[src/rtl/product_accumulator.sv]
// -----------------------------------------------------------------------------
// product_accumulator
//
// Purpose:
//   Downstream stage of the 2x2 array multiplier. Accepts a stream of PW-bit
//   products over a valid/ready handshake and sums a fixed-length frame of
//   COUNT products into one AW-bit result. The finished result is held on the
//   output handshake until the consumer takes it; no product is accepted while
//   a result is pending.
//
// Build option:
//   PRODUCT_ACC_SAT_EN  when defined, the accumulator clamps to 2**AW-1 on a
//                       carry-out and stays there for the rest of the frame.
//                       When undefined, the accumulator wraps modulo 2**AW.
//                       The ovf flag behaves identically in both builds.
//
// Handshake semantics (both sides):
//   A transfer happens on a rising clk edge where valid and ready are both 1.
//   The producer holds its data stable while valid=1 and ready=0. Ready never
//   depends combinationally on valid; here p_ready and sum_valid are pure
//   functions of the registered state.
//
// Ports:
//   clk          in   1    single clock, rising edge
//   rst          in   1    asynchronous active-high reset
//   clr          in   1    synchronous frame abort (clears acc/cnt/ovf, drops HOLD)
//   p            in   PW   product from the multiplier
//   p_valid      in   1    p is valid this cycle
//   p_ready      out  1    block accepts p this cycle (ACC state)
//   sum          out  AW   last completed frame result
//   sum_valid    out  1    sum holds a completed frame not yet accepted
//   sum_ready    in   1    consumer accepts sum
//   cnt          out  CW   products accepted in the current frame
//   ovf          out  1    current frame overflowed 2**AW-1 (sticky per frame)
//   dbg_state_o  out  1    FSM state for observation (0=ACC, 1=HOLD)
// -----------------------------------------------------------------------------
module product_accumulator #(
    parameter int PW    = 4,
    parameter int AW    = 6,
    parameter int COUNT = 4,
    parameter int CW    = 2
) (
    input  logic          clk,
    input  logic          rst,
    input  logic          clr,
    input  logic [PW-1:0] p,
    input  logic          p_valid,
    output logic          p_ready,
    output logic [AW-1:0] sum,
    output logic          sum_valid,
    input  logic          sum_ready,
    output logic [CW-1:0] cnt,
    output logic          ovf,
    output logic          dbg_state_o
);

    typedef enum logic {
        ST_ACC  = 1'b0,
        ST_HOLD = 1'b1
    } state_t;

    state_t        state_q, state_d;
    logic [AW-1:0] acc_q,   acc_d;
    logic [AW-1:0] sum_q,   sum_d;
    logic [CW-1:0] cnt_q,   cnt_d;
    logic          ovf_q,   ovf_d;

    // One extra bit on the adder so the carry-out is visible as overflow.
    logic [AW:0]   add_full;
    logic          add_carry;
    logic [AW-1:0] add_res;
    logic          last_beat;

    assign add_full  = {1'b0, acc_q} + {{(AW + 1 - PW){1'b0}}, p};
    assign add_carry = add_full[AW];

`ifdef PRODUCT_ACC_SAT_EN
    // Once clamped, acc sits at all-ones; any further nonzero product carries
    // again and re-clamps, a zero product leaves it unchanged, so the value
    // stays pinned for the rest of the frame without extra state.
    assign add_res = add_carry ? {AW{1'b1}} : add_full[AW-1:0];
`else
    assign add_res = add_full[AW-1:0];
`endif

    // The product that arrives while cnt == COUNT-1 closes the frame.
    assign last_beat = (cnt_q == CW'(COUNT - 1));

    // -------------------------------------------------------------------------
    // State register
    // -------------------------------------------------------------------------
    always_ff @(posedge clk or posedge rst) begin
        if (rst) begin
            state_q <= ST_ACC;
            acc_q   <= '0;
            sum_q   <= '0;
            cnt_q   <= '0;
            ovf_q   <= 1'b0;
        end else begin
            state_q <= state_d;
            acc_q   <= acc_d;
            sum_q   <= sum_d;
            cnt_q   <= cnt_d;
            ovf_q   <= ovf_d;
        end
    end

    // -------------------------------------------------------------------------
    // Next-state logic
    // -------------------------------------------------------------------------
    always_comb begin
        state_d = state_q;
        acc_d   = acc_q;
        sum_d   = sum_q;
        cnt_d   = cnt_q;
        ovf_d   = ovf_q;

        if (clr) begin
            // Abort wins over any accept in the same cycle. sum keeps the last
            // delivered value; only its valid flag is dropped via the state.
            state_d = ST_ACC;
            acc_d   = '0;
            cnt_d   = '0;
            ovf_d   = 1'b0;
        end else begin
            case (state_q)
                ST_ACC: begin
                    if (p_valid) begin
                        ovf_d = ovf_q | add_carry;
                        if (last_beat) begin
                            sum_d   = add_res;
                            acc_d   = '0;
                            cnt_d   = '0;
                            state_d = ST_HOLD;
                        end else begin
                            acc_d = add_res;
                            cnt_d = cnt_q + CW'(1);
                        end
                    end
                end
                ST_HOLD: begin
                    // ovf belongs to the held frame and is released with it.
                    if (sum_ready) begin
                        ovf_d   = 1'b0;
                        state_d = ST_ACC;
                    end
                end
                default: begin
                    state_d = ST_ACC;
                end
            endcase
        end
    end

    // -------------------------------------------------------------------------
    // Outputs
    // -------------------------------------------------------------------------
    assign p_ready     = (state_q == ST_ACC);
    assign sum_valid   = (state_q == ST_HOLD);
    assign sum         = sum_q;
    assign cnt         = cnt_q;
    assign ovf         = ovf_q;
    assign dbg_state_o = state_q;

endmodule
[config.mk]
export PLATFORM = sky130hd
export DESIGN_NAME = product_accumulator
export DESIGN_NICKNAME = d
export VERILOG_FILES = /design/src/rtl/product_accumulator.sv
export SDC_FILE = /design/constraint.sdc
export NUM_CORES = 1
export LEC_CHECK = 0
export ABC_CLOCK_PERIOD_IN_PS = 2300
export CAP_MARGIN = 20
export CORE_MARGIN = 4
export CORE_UTILIZATION = 37
export DETAILED_ROUTE_END_ITERATION = 8
export HOLD_SLACK_MARGIN = 0.03
export PLACE_DENSITY_LB_ADDON = 0.05
export SLEW_MARGIN = 30
export SYNTH_ARGS = -nofsm -noshare
export SYNTH_HDL_FRONTEND = slang
export SYNTH_SLANG_ARGS = --single-unit
[constraint.sdc]
create_clock -name clk -period 2.3 [get_ports clk]
set_input_delay 0.345 -clock clk [delete_from_list [all_inputs] [get_ports clk]]
set_output_delay 0.345 -clock clk [all_outputs]
set_load 0.02 [all_outputs]
# [After elaboration in Yosys (flattened, before gate mapping)]
# Cells that the tools add are included.
[totals] output_inout_bits=12 word_cells=35 reg_bits=16 inputBits=9
[classes] n_addsub=2 mux=17 n_eq_ne=4 reduce_logical=4 bitwise_logic=3
[ops] op="$mux W6" n=4
[ops] op="$mux W2" n=4
[ops] op="$add A6 B4 Y7" n=1
[ops] op="$mux W1" n=7
[ops] op="$ne A3 B3 Y1 const B" n=2
[ops] op="$pmux W1 S2" n=2
[ops] op="$reduce_and A2 Y1" n=2
[ops] op="$reduce_and A4 Y1" n=1
[ops] op="$add A2 B1 Y2 const B" n=1
[ops] op="$eq A2 B2 Y1 const B" n=1
[ops] op="$ne A2 B2 Y1 const B" n=1
[ops] op="$not A1 Y1" n=2
[ops] op="$reduce_bool A2 Y1" n=1
[ops] op="$or A1 B1 Y1" n=1

# [Depth between registers and ports, before layout]
# Gate-level depths: netlist (run 1).
[logic_depth] ltp_word=5 mapped_depth=7 depth_no_buf=7

# [Worst setup path before layout (run 1)]
# No wires, ideal clock.
[synth_timing] path_kind="input port to flip-flop" from="in p[0]" to="reg ovf_q, in the netlist ovf" path_buffers=0 t_arrival_ns=1.634 path_slack_ns=0.572 stages=7 required_ns=2.206 setup_time_ns=0.094 cell_sequence="ha_1 -> inv_1 -> fa_1 -> nand2b_1 -> a21oi_1 -> a41oi_1 -> a211oi_1"
[synth_via] elab_chain_len=5
[synth_lines] element="start: declaration" line="46" text="input logic [PW-1:0] p,"
[synth_lines] element="$add A6 B4 Y7" line="74" text="assign add_full = {1'b0, acc_q} + {{(AW + 1 - PW){1'b0}}, p};"
[synth_lines] element="$or A1 B1 Y1" line="129" text="ovf_d = ovf_q | add_carry;"
[synth_lines] element="$mux W1" line="128" text="if (p_valid) begin"
[synth_lines] element="$pmux W1 S2" line="126" text="case (state_q)"
[synth_lines] element="$mux W1" line="118" text="if (clr) begin"
[synth_lines] element="end signal: assignment" line="104" text="ovf_q <= ovf_d;"
[synth_lines] element="end: declaration" line="66" text="logic ovf_q, ovf_d;"
# Every way passes these cells. The select of a mux whose other input is x is not followed.
# A chain may end at the register's enable or synchronous reset.

# [Worst setup path in the final report (run 1)]
# Ends and elaborated chain as after synthesis.

==> run_results.csv, run 1 <==
group,metric,value,unit
status,status,"finished clean",
min_path,hp-class,"input pin to asynchronous set/reset pin",
drt,vias,625,
global_routing,grt_util_met2,19.4,%
sta,setup_viol_count_final,0,
power,powerDensity,667,nW/um2
clock_tree,cts_root_buf,"clkbuf_4",
sta,hold_viol,0,
sta,tightest_slew,0.630,ns
floorplanning,die_x,56.1,um
global_routing,grt_pass1_vias,665,
sta,fmax,521,MHz
clock_tree,insertion_delay,0.29,ns
layout,multiInputGateArea,403,um2
global_routing,antenna_found_initial,0,
layout,drive_above_1_share,11.2,%
floorplanning,start_util,38.7,%
drt,ant_nets,0,
floorplanning,dieHeight,56.1,um
global_routing,grt_first_pass_wirelength,3020,um
synthesis,yosys-top-cells-count,"16 x dfrtp_1, 6 x inv_1, 5 x ha_1, 5 x o21ai_0",
clock_tree,post_cts_buffers,0,
floorplanning,rows,17,
sta,fin_crit_sh,83.5,%
drt,drt_pass1_iterations,3,
synthesis,synthCells,75,
synthesis,post-synth-top-count-cell,"dfrtp_1",
clock_tree,cts_buffers,3,
synthesis,synth_ff_type,"dfrtp_1",
synthesis,synth_edf_count,0,
global_routing,grt.total_usage,12.4,%
floorplanning,core_region_area,2210,um2
synthesis,synth_area_leaders,"dfrtp_1 47%, ha_1 7.3%, mux2_4 5.3%, xnor2_1 4.1%, a22o_1 3.1%",
layout,antennaDiodeCount,0,
drt,drc,0,
placed_design,place_hpwl,1340,um
synthesis,ys.warnings.count,0,
global_routing,grt_util_met1,15.6,%
layout,nets,115,
clock_tree,cts_tree,"built",
sta,skew,0.00842,ns
global_routing,grt_max_degree,17,
sta,finalSetupTns,0,ns
sta,slew-limit-headroom,58.0,%
synthesis,synth_top_area_share,46.8,%
sta,timing.final.max_slew_violations,0,
global_routing,globalRouteMet3Util,4.87,%
drt,wire_per_inst,13.5,um
layout,area_growth,29.2,%
power,power.total,0.000737,W
power,leakage,0.513,nW
critical_path,crit_chain,"clkdlybuf4s50_1 -> ha_1 -> inv_1 -> fa_1 -> nand2b_1 -> a21oi_1 -> a41oi_1 -> a211oi_1",
run,drv_cap,0,
critical_path,critPathKind,"input pin to register",
critical_path,cp.required,2.50,ns
power,ir_worst_vdd,0.000520,V
synthesis,syn_area,856,um2
critical_path,critPathMaxStageDelay,0.46,ns
synthesis,ys_types,30,
floorplanning,io_pins,21,
clock_tree,htreeDepth,1,
drt,wl,1700,um
drt,viasPerCell,4.96,
synthesis,async_flop_share,100,%
synthesis,yosysTopAreaCell,"dfrtp_1",
clock_tree,ctsResizeCount,0,
critical_path,cp_max_fo,2,
global_routing,gr-total-overflow,0,
layout,nFillCells,215,
clock_tree,cts_hold_buf,0,
global_routing,top_usage_layer,"met2",
layout,seqCellArea,400,um2
clock_tree,clkTransAtPathRegs,0.09,ns
synthesis,synth-seq-cells,16,
critical_path,critPathSlowestCell,"clkdlybuf4s50_1",
placed_design,place_congestion,0.788,
clock_tree,clk_path_buf_depth,2,
drt,drt_iter0_markers,4,
synthesis,seq_area_frac_synth,46.8,%
critical_path,arrival,2.12,ns
floorplanning,dieArea,3150,um2
clock_tree,cts_sinks,16,
sta,fin_crit,1.92,ns
critical_path,startpoint_type,"input pin",
placed_design,io_buffers,20,
critical_path,worstSetupEndpointType,"register",
synthesis,synthesis.nets,90,
sta,rsz0062_at_grt,"false",
synthesis,syn_avg_cell_area,11.4,um2
==> cells in the final DEF (no fill, tap or decap), types with 2 or more instances in the layout <==
cell,instances
nand2_1,3
clkbuf_4,3
dfrtp_1,16
nand2b_1,2
ha_1,5
clkdlybuf4s50_1,20
nor2_1,4
o21ai_0,5
mux2_4,3
inv_1,6
a21oi_1,4
a22o_1,3
buf_4,3
xnor2_1,4
==> path summary, 6_finish.rpt <==
check                         start      to  slack [ns]  depth (start not counted)
setup / recovery               p[0]     ovf        0.38                          8
hold / removal                  rst  sum[2]        0.42                          2
setup reg to reg           acc_q[0]     ovf        0.54                          7
hold reg to reg              sum[5]  sum[5]        0.48                          2
max in group asynchronous       rst  sum[3]        1.46                          2
min in group clk             sum[5]  sum[5]        0.48                          2
==> worst max-delay path, delay by kind of cell <==
family                   cells  cell delay, ns
adder cells (fa/ha/maj)      2            0.56
buffers and inverters        2            0.52
AO/OA/AOI/OAI                3            0.53
AND/OR/NAND/NOR              1            0.16
==> stage by stage <==
stage / hold slack [ns] / cells / setup slack [ns] / util (%) / instance area [um2]
after floorplan: 0.259 / 75 / 0.572 / - / 856
after global placement: 0.462 / 123 / 0.0993 / 49.0 / 1080
after detailed placement: 0.475 / 123 / 0.0590 / 49.0 / 1080
after CTS: 0.451 / 126 / 0.364 / 50.0 / 1110
after global routing: 0.480 / 126 / 0.226 / 50.0 / 1110
final: 0.419 / 126 / 0.380 / 50.0 / 1110
==> layer usage <==
| metal | vias up | wire [um] |
|---|---|---|
| li1 | 313 | - |
| met1 | 292 | 818 |
| met2 | 15 | 772 |
| met3 | 5 | 89 |
| met4 | 0 | 24 |
| met5 | - | 0 |
==> power breakdown <==
group	leakage, nW	internal, W	switching, W
clock network	0.0138	0.0000609	0.0000875
registers	0.216	0.000321	0.0000286
logic	0.283	0.000129	0.000111
==> final cells by class <==
cell class	count	share of cell area (%)
inverters	6	2.04
multi-input cells	50	36.4
flip-flops and latches	16	36.2
well taps	28	3.17
clock buffers	3	2.04
repair buffers	23	20.1
==> flip-flops by register name, summed over array words and instances, names as in the netlist <==
register / count
acc_q: 6
sum: 6
cnt: 2
dbg_state_o: 1
ovf: 1
==> cell families (layout without fill, tap and decap cells) <==
logic type               Yosys count  after routing  share of synthesized area [%]
adder cells (fa/ha/maj)            6              6                           9.65
multiplexers                       4              4                           6.43
buffers and inverters              9             32                           6.14
XOR/XNOR                           5              5                           5.12
AND/OR/NAND/NOR                   15             15                           10.2
flip-flops                        16             16                           46.8
AO/OA/AOI/OAI                     20             20                           15.6
Note: power is estimated with default switching activity, not from simulation.
==> run 2, diff against run 1 <==
Settings changed: ABC_CLOCK_PERIOD_IN_PS 2300 to 1750.
Clock period 2.3 ns to 1.75 ns, I/O delays scaled along.
==> run 2 against run 1 <==
  * Register-to-register slack lost 0.52 ns
  * Combinational power grew 62%
  * Count of clock-buffer cells in the layout is the same
  * Critical endpoint is now acc_q[4]
  * Wire length grew 11%
  * Clock skew shrank 0.0068 ns
  * Sequential power rose by 34%
  * Clock power up 32%
  * Critical path depth unchanged
  * Non-clock buffer count rose by 10
  * Sequential cell count stayed put
  * Via count is 7.0% higher
==> run_results.csv, run 2 (synthesized netlist as in run 1, its figures left out) <==
group,metric,value,unit
sta,slew-limit-headroom,77.9,%
critical_path,rr_worst_depth,8,
power,switching_share,31.9,%
global_routing,grt.total_usage,13.6,%
layout,drive_above_1_share,29.6,%
layout,final_common_cell,"clkdlybuf4s50_1",
run,drv_cap,0,
clock_tree,cts_root_buf,"clkbuf_4",
drt,wire_per_inst,13.9,um
status,status,"finished clean",
floorplanning,die_x,56.1,um
sta,hold_viol,0,
floorplanning,core_region_area,2210,um2
sta,fin_crit,1.73,ns
sta,setup_viol_count_final,0,
layout,final_area,1260,um2
layout,area_growth,47.4,%
sta,fin_crit_sh,98.9,%
critical_path,cp_num_cells,8,
drt,vias,669,
placed_design,place_congestion,0.763,
power,power_frac_seq,44.3,%
critical_path,critPathSlowestCell,"fa_2",
power,powerDensity,834,nW/um2
floorplanning,dieArea,3150,um2
power,pwr-share-comb,37.0,%
layout,final_cell_mix,"18 x clkdlybuf4s50_1, 16 x dfrtp_1, 12 x buf_4, 5 x inv_1",
critical_path,startpoint,"acc_q[0]",
floorplanning,dieHeight,56.1,um
critical_path,startpoint_type,"register",
clock_tree,cts_tree,"built",
critical_path,critPathMaxStageDelay,0.38,ns
global_routing,grt_first_pass_wirelength,3370,um
critical_path,path_buf_inv,2,
floorplanning,start_util,38.7,%
power,clockPowerShare,18.6,%
clock_tree,clkTransAtPathRegs,0.10,ns
sta,rsz0062_at_grt,"true",
placed_design,io_buffers,20,
placed_design,place_ws,-0.401,ns
sta,skew,0.00166,ns
clock_tree,clk_path_buf_depth,2,
critical_path,crit_chain,"ha_2 -> inv_2 -> fa_2 -> nand2b_4 -> a21oi_4 -> buf_6 -> a21oi_1 -> a31oi_4",
clock_tree,htreeDepth,1,
power,p_switching,0.000335,W
global_routing,grt_max_degree,17,
drt,ant_nets,0,
global_routing,grt_pass1_vias,712,
critical_path,path_delay_family,"adder cells",
sta,setup_slack,0.0187,ns
layout,nFillCells,199,
sta,timing.final.max_slew_violations,0,
power,ir_worst_vdd,0.000519,V
sta,fmax,578,MHz
critical_path,cp_max_fo,3,
critical_path,r2r_slack,0.02,ns
floorplanning,io_pins,21,
critical_path,critPathKind,"register to register",
power,p_int,0.000716,W
power,leakage,0.585,nW
drt,wl,1890,um
clock_tree,insertion_delay,0.28,ns
clock_tree,cts_hold_buf,0,
sta,tightest_slew,0.332,ns
min_path,hp-class,"input pin to asynchronous set/reset pin",
placed_design,place_hpwl,1410,um
layout,antennaDiodeCount,0,
floorplanning,rows,17,
global_routing,gr-total-overflow,0,
critical_path,cp.required,1.96,ns
drt,drt_iter0_markers,2,
layout,final_util,57.0,%
global_routing,antenna_found_initial,0,
layout,nets,125,
drt,viasPerCell,4.92,
clock_tree,cts_sinks,16,
critical_path,r2r-start,"acc_q[0]",
drt,drt_pass1_iterations,4,
critical_path,arrival,1.94,ns
clock_tree,cts_buffers,3,
critical_path,r2r_end,"acc_q[4]",
critical_path,endpoint,"acc_q[4]",
placed_design,placed_area,1160,um2
drt,drc,0,
critical_path,worstSetupEndpointType,"register",
==> run 2: cell count changes in the layout (fill, tap and decap cells not counted), moves of 2 or more <==
cell	delta
dlymetal6s2s_1	+2
nand2b_1	-2
buf_4	+9
clkdlybuf4s50_1	-2
nand2b_4	+2
==> run 2: area by class of cell <==
type / instances / area [um2] / share of cell area, %
Clock buffer: 3 / 22.5 / 1.79
Inverter: 6 / 22.5 / 1.79
Multi-Input combinational cell: 50 / 474 / 37.6
Sequential cell: 16 / 400 / 31.7
Tap cell: 28 / 35.0 / 2.78
Timing Repair Buffer: 33 / 307 / 24.3
==> run 2: timing repair <==
action                     4_1_cts  5_1_grt
resized for setup                4       12
setup buffers                    0        0
pin swaps                        2        7
hold endpoints to repair         0        0
setup endpoints to repair        3        6
==> run 2: worst register-to-register path, stage by stage (launching register included) <==
cell      delay (ns)
dfrtp_1         0.36
ha_2            0.20
inv_2           0.04
fa_2            0.38
nand2b_4        0.15
a21oi_4         0.14
buf_6           0.13
a21oi_1         0.10
a31oi_4         0.16
==> run 2: metrics by stage <==
stage          power, W  cells  TNS [ns]  hold slack (ns)
6_report        0.00105    136         0            0.275
5_1_grt         0.00113    136    -0.105            0.282
4_1_cts         0.00102    136         0            0.279
3_5_place_dp   0.000809    133     -2.45            0.468
3_3_place_gp   0.000804    133     -2.24            0.461
2_1_floorplan  0.000656     75         0            0.176
==> run 2: power groups by stage <==
stage	clock (W)	combinational (W)	sequential (W)
2_1_floorplan	0	0.000152	0.000503
3_3_place_gp	0	0.000340	0.000464
3_5_place_dp	0	0.000343	0.000467
4_1_cts	0.000204	0.000353	0.000459
5_1_grt	0.000230	0.000425	0.000476
6_report	0.000196	0.000389	0.000466
==> run 2: worst min-delay path by stage <==
stage          startpoint        to  depth (start not counted)
2_1_floorplan         rst  acc_q[0]                          1
3_3_place_gp       sum[5]    sum[5]                          2
3_5_place_dp       sum[5]    sum[5]                          2
4_1_cts               rst    cnt[1]                          3
5_1_grt               rst    cnt[1]                          3
6_report              rst  acc_q[0]                          3
==> run 2: layer usage <==
metal / up-vias / global-route usage, % / routed length (um)
li1: 332 / - / -
met2: 12 / 21.9 / 928
met5: - / 0 / 0
met1: 323 / 17.9 / 882
met4: 0 / 5.08 / 16
met3: 2 / 2.78 / 67
==> run 3, diff against run 2 <==
Settings changed: ABC_CLOCK_PERIOD_IN_PS 1750 to 1500, CORE_UTILIZATION 37 to 43.
Clock period 1.75 ns to 1.5 ns, I/O delays scaled along.
==> run 3 against run 2 <==
  * Worst setup slack lost 0.21 ns
  * Core utilization grew 19 points
  * The run now ends with setup timing left
  * Non-clock buffer count grew 8
  * Largest cell class unchanged
  * Wire length grew 15%
  * Sequential power grew 17%
  * Global-route usage grew 3.3 points
  * Highest routed layer unchanged
  * Cell count grew 4.4%
  * Largest power group unchanged
  * First-iteration DRC count grew to 4.5 times the previous value
  * Power grew 27%
  * Combinational power grew 29%
==> run_results.csv, run 3 (synthesized netlist as in run 1, its figures left out) <==
group,metric,value,unit
status,status,"finished, violations left",
status,violations,"setup timing",
clock_tree,cts_root_buf,"clkbuf_4",
critical_path,worstSetupEndpointType,"register",
floorplanning,core_region_area,1800,um2
critical_path,cp_max_fo,3,
sta,fin_hold_ws,0.231,ns
power,leakage,0.744,nW
critical_path,r2r-start,"acc_q[0]",
drt,drc,0,
global_routing,grt.total_usage,16.9,%
sta,tightest_slew,0.248,ns
clock_tree,cts_tree,"built",
critical_path,arrival,1.86,ns
drt,viasPerCell,5.08,
clock_tree,clkTransAtPathRegs,0.10,ns
drt,drt_pass1_iterations,5,
sta,setup_viol_count_final,9,
sta,skew,0.00342,ns
layout,final_cell_mix,"19 x buf_4, 13 x dfrtp_1, 7 x clkdlybuf4s50_1, 7 x dlygate4sd2_1",
clock_tree,cts_sinks,16,
drt,ant_nets,0,
layout,fin_cells,142,
global_routing,grt_max_degree,10,
sta,timing.final.max_slew_violations,0,
placed_design,placed_area,1230,um2
drt,drt_iter0_markers,9,
critical_path,critPathKind,"register to register",
floorplanning,die_x,52.6,um
placed_design,place_ws,-0.547,ns
run,drv_cap,0,
power,powerDensity,976,nW/um2
layout,drive_above_1_share,41.9,%
sta,slew-limit-headroom,83.5,%
placed_design,place_congestion,0.836,
critical_path,r2r_end,"acc_q[4]",
drt,wl,2190,um
power,ir_worst_vdd,0.000593,V
placed_design,place_hpwl,1530,um
global_routing,antenna_found_initial,0,
critical_path,cp.required,1.67,ns
layout,antennaDiodeCount,0,
clock_tree,insertion_delay,0.29,ns
floorplanning,dieHeight,52.6,um
drt,vias,721,
critical_path,r2r_slack,-0.19,ns
sta,fin_crit,1.69,ns
layout,final_util,76.1,%
drt,wire_per_inst,15.4,um
layout,nets,133,
floorplanning,dieArea,2770,um2
global_routing,grt_first_pass_wirelength,3310,um
critical_path,startpoint_type,"register",
sta,rsz0062_at_grt,"true",
min_path,hp-class,"input pin to asynchronous set/reset pin",
floorplanning,start_util,47.5,%
layout,area_growth,60.2,%
floorplanning,io_pins,21,
critical_path,rr_worst_depth,8,
global_routing,gr-total-overflow,0,
placed_design,place_inst,134,
sta,hold_viol,0,
clock_tree,cts_buffers,3,
layout,final_area,1370,um2
clock_tree,clk_path_buf_depth,2,
global_routing,grt_pass1_vias,738,
clock_tree,cts_hold_buf,0,
sta,setup_slack,-0.192,ns
clock_tree,htreeDepth,1,
sta,fin_crit_sh,113,%
placed_design,io_buffers,20,
layout,final_common_cell,"buf_4",
floorplanning,rows,15,
sta,fmax,591,MHz
run 3: cell types whose count changed in the layout (fill, tap and decap cells not counted), moves of 3 or more:
| cell | previous run | this run |
|---|---|---|
| buf_4 | 12 | 19 |
| clkdlybuf4s50_1 | 18 | 7 |
| dfrtp_1 | 16 | 13 |
| dfrtp_2 | 0 | 3 |
| dlygate4sd2_1 | 0 | 7 |
| dlymetal6s2s_1 | 2 | 5 |
| o21ai_0 | 4 | 1 |
run 3: worst max-delay path by stage:
stage,start,end,depth (start not counted)
detailed placement,p[0],ovf,8
global route,acc_q[0],acc_q[4],8
CTS,acc_q[0],ovf,7
floorplan,acc_q[0],ovf,7
global placement,p[0],ovf,8
finish,acc_q[0],acc_q[4],8
run 3: report_power, final:
group / internal [W] / switching [W]
Combinational: 0.000275 / 0.000226
Clock: 0.000148 / 0.000145
Sequential: 0.000493 / 0.0000519
run 3: final cells by class:
type / instances / area (um2)
flip-flops and latches: 16 / 404
repair buffers: 41 / 364
well taps: 25 / 31.3
multi-input cells: 50 / 513
inverters: 6 / 22.5
clock buffers: 4 / 36.3
fillers: 132 / 430
run 3: per-stage QoR:
stage / setup TNS (ns) / power [W]
global placement: -4.35 / 0.000972
finish: -1.04 / 0.00134
floorplan: -0.175 / 0.000788
detailed placement: -4.56 / 0.000986
CTS: -0.895 / 0.00130
global route: -1.65 / 0.00141
run 3: metal layers:
| metal | share of wire [%] | vias up | track usage, % |
|---|---|---|---|
| met4 | 1.5 | 0 | 7.66 |
| met1 | 42 | 355 | 20.1 |
| met5 | 0 | - | 0 |
| met3 | 4.0 | 4 | 5.13 |
| met2 | 52 | 17 | 27.7 |
| li1 | - | 345 | - |
run 3: worst max-delay path, stage by stage (launching register included):
cell and delay (ns):
dfrtp_1 0.37, ha_2 0.20, inv_2 0.04, fa_2 0.33
nand2b_4 0.15, a21oi_4 0.16, buf_6 0.13, nand2b_4 0.10
a31oi_1 0.08
run 3: repair_timing:
action	4_1_cts	5_1_grt
endpoints found under the setup margin	16	17
pin swaps	6	8
hold endpoints to repair	0	0
buffers inserted	2	2
gates resized for setup	15	15
